`config.mk`:
```
export PLATFORM = sky130hd
export DESIGN_NAME = mod_exp_ctrl
export DESIGN_NICKNAME = d
export VERILOG_FILES = /design/src/rtl/mod_exp_pkg.sv /design/src/rtl/mod_exp_ctrl.sv
export SDC_FILE = /design/constraint.sdc
export NUM_CORES = 1
export LEC_CHECK = 0
export ABC_AREA = 1
export BUFFER_PORTS_ARGS = -buffer_cell sky130_fd_sc_hd__buf_2
export CAP_MARGIN = 10
export CORE_ASPECT_RATIO = 1.25
export CORE_MARGIN = 8
export CORE_UTILIZATION = 50
export DETAILED_ROUTE_END_ITERATION = 7
export HOLD_SLACK_MARGIN = 0.1
export PLACE_DENSITY = 0.85
export SLEW_MARGIN = 10
export SYNTH_ARGS = -nofsm -noshare
export SYNTH_HDL_FRONTEND = slang
export SYNTH_SLANG_ARGS = --single-unit
export TNS_END_PERCENT = 30
```
`constraint.sdc`:
```
create_clock -name clk -period 2.19 [get_ports clk]
set_input_delay 0.3285 -clock clk [delete_from_list [all_inputs] [get_ports clk]]
set_output_delay 0.3285 -clock clk [all_outputs]
set_load 0.01 [all_outputs]
```
`src/rtl/mod_exp_pkg.sv`:
```
// rtl/mod_exp_pkg.sv - shared state encoding and sizing helpers for mod_exp_ctrl
package mod_exp_pkg;

  localparam int WIDTH_DEF = 32;

  typedef enum logic [3:0] {
    IDLE, SQR, SQR_W, GAP1, MUL, MUL_W, GAP2, NEXT, FIN
  } state_t;

  // Smallest counter width that can hold WIDTH-1 with headroom (2^CNT_W > WIDTH)
  function automatic int cnt_w_for(input int width);
    return $clog2(width + 1);
  endfunction

endpackage

```
`src/rtl/mod_exp_ctrl.sv`:
```
// rtl/mod_exp_ctrl.sv - left-to-right square-and-multiply sequencer over an external modular_mult
// Optional CONST_TIME_EN: always issue the multiply, discarding it into a dummy register for clear bits.
module mod_exp_ctrl
  import mod_exp_pkg::*;
#(
  parameter int WIDTH = WIDTH_DEF,
  parameter int CNT_W = cnt_w_for(WIDTH)
) (
  input  logic             clk,
  input  logic             rst_n,
  input  logic             start,
  input  logic [WIDTH-1:0] M,
  input  logic [WIDTH-1:0] E,
  input  logic [WIDTH-1:0] N,
  output logic [WIDTH-1:0] Z,
  output logic             done,
  output logic             busy,
  output logic             err,
  output logic             mm_start,
  output logic [WIDTH-1:0] mm_A,
  output logic [WIDTH-1:0] mm_B,
  output logic [WIDTH-1:0] mm_N,
  input  logic [WIDTH-1:0] mm_Z,
  input  logic             mm_done
);

  localparam logic [WIDTH-1:0] ONE     = {{(WIDTH-1){1'b0}}, 1'b1};
  localparam logic [CNT_W-1:0] IDX_TOP = CNT_W'(WIDTH - 1);

  state_t           state, state_nxt;
  logic [WIDTH-1:0] r, mr, er, nr;
  logic [CNT_W-1:0] idx;
`ifdef CONST_TIME_EN
  logic [WIDTH-1:0] d;
`endif

  always_ff @(posedge clk or negedge rst_n) begin
    if (!rst_n) state <= IDLE;
    else        state <= state_nxt;
  end

  // Multiplier interface is decoded from state so an async reset drops it instantly
  always_comb begin
    state_nxt = state;
    done      = 1'b0;
    busy      = 1'b1;
    mm_start  = 1'b0;
    mm_A      = '0;
    mm_B      = '0;
    mm_N      = '0;
    case (state)
      IDLE: begin
        busy = 1'b0;
        if (start) state_nxt = (N == '0) ? FIN : SQR;
      end
      SQR, SQR_W: begin
        mm_start = 1'b1;
        mm_A     = r;
        mm_B     = r;
        mm_N     = nr;
        if (state == SQR)  state_nxt = SQR_W;
        else if (mm_done)  state_nxt = GAP1;
      end
      GAP1: begin
`ifdef CONST_TIME_EN
        state_nxt = MUL;
`else
        state_nxt = er[idx] ? MUL : NEXT;
`endif
      end
      MUL, MUL_W: begin
        mm_start = 1'b1;
        mm_A     = r;
        mm_B     = mr;
        mm_N     = nr;
        if (state == MUL)  state_nxt = MUL_W;
        else if (mm_done)  state_nxt = GAP2;
      end
      GAP2:    state_nxt = NEXT;
      NEXT:    state_nxt = (idx == '0) ? FIN : SQR;
      FIN: begin
        done      = 1'b1;
        state_nxt = IDLE;
      end
      default: state_nxt = IDLE;
    endcase
  end

  always_ff @(posedge clk or negedge rst_n) begin
    if (!rst_n) begin
      r   <= '0;
      mr  <= '0;
      er  <= '0;
      nr  <= '0;
      idx <= '0;
      Z   <= '0;
      err <= 1'b0;
`ifdef CONST_TIME_EN
      d   <= '0;
`endif
    end else begin
      case (state)
        IDLE: begin
          if (start) begin
            mr  <= M;
            er  <= E;
            nr  <= N;
            idx <= IDX_TOP;
            err <= (N == '0);
            r   <= (N == ONE) ? '0 : ONE;
            if (N == '0) Z <= '0;
          end
        end
        SQR_W: if (mm_done) r <= mm_Z;
        MUL_W: begin
          if (mm_done) begin
`ifdef CONST_TIME_EN
            if (er[idx]) r <= mm_Z;
            else         d <= mm_Z;
`else
            r <= mm_Z;
`endif
          end
        end
        NEXT: begin
          if (idx == '0) Z   <= r;
          else           idx <= idx - CNT_W'(1);
        end
        default: ;
      endcase
    end
  end

endmodule

```
==> results.cfg <==
[finish]
final_nets = 1366
areaGrowthSynthToFinish_pct = 30.2
fin_area_um2 = 10400
multi_input_area_um2 = 2890
seq_area_um2 = 4280
fillers = 1298
drive_gt1_share_pct = 31.3

[critical_path]
cpPeakStageDelay_ps = 410
start_kind = flop
cpMaxStageDelayCell = dfrtp_1
cp.arrival_ps = 1800
critPathCaptureType = output port
r2r_slack_ps = 160
required_ps = 1860
path_cells = nor2_2 -> inv_2 -> nor2_4 -> inv_4 -> clkbuf_16 -> o22ai_2 -> buf_2
path_class = flop to output port
worstPathMaxFanout = 16

[clocking]
tritoncts = done
cts-buffers-inserted = 17
clk_latency_ps = 420
clockBufferDepth = 2
path_clk_slew_ps = 60
root_buffer = clkbuf_16
h-tree-depth = 4
clock_sinks = 171

[routing]
drt-initial-drc-count = 432
vias = 7382
route.detailed.drc = 0
totalWireLength_um = 23900
wire_per_inst_um = 16.4
antenna_left = 0
viasPerCell = 5.06
first_pass_iters = 5

[pwr]
clkPwrFrac_pct = 20.0
p_int_w = 0.00930
p_leak_nw = 5.51
power_switching_w = 0.00676
ir_drop_v = 0.000821
combPwrFrac_pct = 48.5
switching_share_pct = 42.1
power_density_nw_per_um2 = 1540
pwr-share-seq_pct = 31.4
power_w = 0.0161

[job]
cap_violations = 0

[synth]
synth_area_um2 = 7990
seq_area_frac_synth_pct = 53.6
syn-num-nets = 1105
avgSynthCellArea_um2 = 8.23
syn_inst = 971
yosys_warnings = 0
synth_seq_cells = 171
synthDistinctLibCells = 29

[sta]
clock_skew_ps = 9.72
worstMarginPinSlew_ps = 1020
finalMaxSlewViolations = 0
setup_viol = 0
hold_viol_final = 0
slew_headroom_pct = 32.0
finalCritPeriodShare_pct = 97.2
fmax_mhz = 470
fin_setup_tns_ps = 0
finalWorstPathRequiredPeriod_ps = 2130
rsz0062_at_grt = yes

[global_route]
track_usage_pct = 23.7
grt_pass1_wl_um = 37900
overflow = 0
grt_pass1_vias = 7616
antenna_found_initial = 2
grt_start_max_net_pins = 57

[placement]
numPortBuffers = 263
place_hpwl_um = 16800
placed_area_um2 = 9560
gp_congestion = 0.844

[outcome]
outcome = complete, no violations

[floorplan]
die_w_um = 129
io-pin-count = 264
core-area_um2 = 15600
start_util_pct = 51.1
fp-row-count = 51
die_area_um2 = 20300
die_h_um = 157

[min_path]
hold_class = primary input to flop
area by class of cell:
class / count / share of cell area, %
Tap cell: 212 / 2.55
Clock inverter: 11 / 1.61
Antenna cell: 2 / 0.0481
Timing Repair Buffer: 296 / 16.5
Multi-Input combinational cell: 583 / 27.8
Inverter: 163 / 5.95
Sequential cell: 171 / 41.1
Clock buffer: 20 / 4.48
per-layer routing:
metal  global-route usage (%)  share of wire [%]  up-vias
met5                        0               0.10        -
met4                     9.20                2.0        4
met3                     6.53                7.6       40
met2                     40.4                 51      270
met1                     27.7                 39     3499
li1                         -                  -     3569
kinds of logic after synthesis:
| logic type | Yosys count | synth area share (%) |
|---|---|---|
| simple gates | 377 | 19.9 |
| compound gates | 204 | 14.9 |
| flops | 171 | 53.6 |
| fa+ha+maj | 2 | 0.313 |
| buf+inv | 217 | 11.3 |
critical path, delay by kind of cell, from the launching register on:
| family | cells | cell delay [ps] |
|---|---|---|
| compound gates | 1 | 120 |
| buf+inv | 4 | 510 |
| flops | 1 | 410 |
| simple gates | 2 | 340 |
per-stage QoR:
stage                     hold slack, ps  instances  setup WS (ps)  util (%)
final                                118       1458           60.4      66.6
after global routing                 113       1456          -26.6      66.5
after CTS                            101       1454           7.52      66.0
after detailed placement             340       1415          -7.26      61.1
after global placement               337       1415            124      61.1
after floorplan                     32.9        971            433         -
power by group through the flow:
stage          Sequential (W)  Clock [W]  Combinational (W)
2_1_floorplan         0.00504          0            0.00485
3_3_place_gp          0.00503          0            0.00722
3_5_place_dp          0.00508          0            0.00743
4_1_cts               0.00504    0.00327            0.00762
5_1_grt               0.00518    0.00341            0.00869
6_report              0.00505    0.00321            0.00780
synthesized netlist by cell type:
library cell,number,area [um2]
o22ai_1,32,200
nand2_2,5,31.3
o21ai_1,22,110
o21a_1,1,7.51
a21oi_1,2,10.0
inv_4,1,6.26
nor2_8,3,60.1
nand2_1,204,766
nand4_1,4,25.0
nor3_1,4,20.0
clkbuf_1,20,75.1
buf_2,25,125
o21ai_2,30,263
buf_4,3,22.5
nand3_1,57,285
nand2_4,1,11.3
o21ai_0,111,556
ha_1,2,25.0
o211ai_1,3,22.5
a21boi_1,1,7.51
inv_1,153,574
nor2_4,2,22.5
nor2_1,94,353
inv_2,8,30.0
a31oi_1,2,12.5
nor2_2,3,18.8
clkinv_1,1,3.75
buf_6,6,67.6
dfrtp_1,171,4280
sequential cells by signal (all words and copies together), names as in the netlist:
register and cells:
r 32, idx 6, nr 32, state 4
Z 32, mr 32, er 32, err 1
placed cells by master (no fill, tap or decap), types with 4 or more instances in the layout:
| cell | n |
|---|---|
| o22ai_2 | 6 |
| buf_4 | 18 |
| nor2_4 | 8 |
| nand2_2 | 5 |
| nand3_1 | 57 |
| nand4_1 | 4 |
| buf_12 | 8 |
| o21ai_2 | 30 |
| nor2_1 | 88 |
| nand2_1 | 204 |
| clkbuf_16 | 18 |
| dlygate4sd3_1 | 6 |
| dfrtp_1 | 170 |
| nor3_1 | 4 |
| bufinv_16 | 4 |
| buf_2 | 261 |
| inv_1 | 151 |
| o21ai_0 | 111 |
| o21ai_1 | 22 |
| o22ai_1 | 26 |
| inv_2 | 8 |
path summary, 6_finish.rpt:
path / startpoint / end / depth (start not counted)
setup / recovery: state[2] / mm_B[27] / 7
hold / removal: M[11] / mr[11] / 3
setup reg to reg: idx[2] / Z[13] / 8
hold reg to reg: err / err / 2
max in group asynchronous: rst_n / state[1] / 3
min in group asynchronous: rst_n / nr[18] / 2
timing repair:
action | in CTS | in global routing
endpoints found under the setup margin | 52 | 103
hold endpoints to repair | 56 | 0
hold buffers | 6 | 0
setup buffers | 2 | 1
gates resized for setup | 13 | 14
pin swaps | 1 | 2
cloned | 0 | 1
No activity file was read; power rests on OpenSTA's default activity.
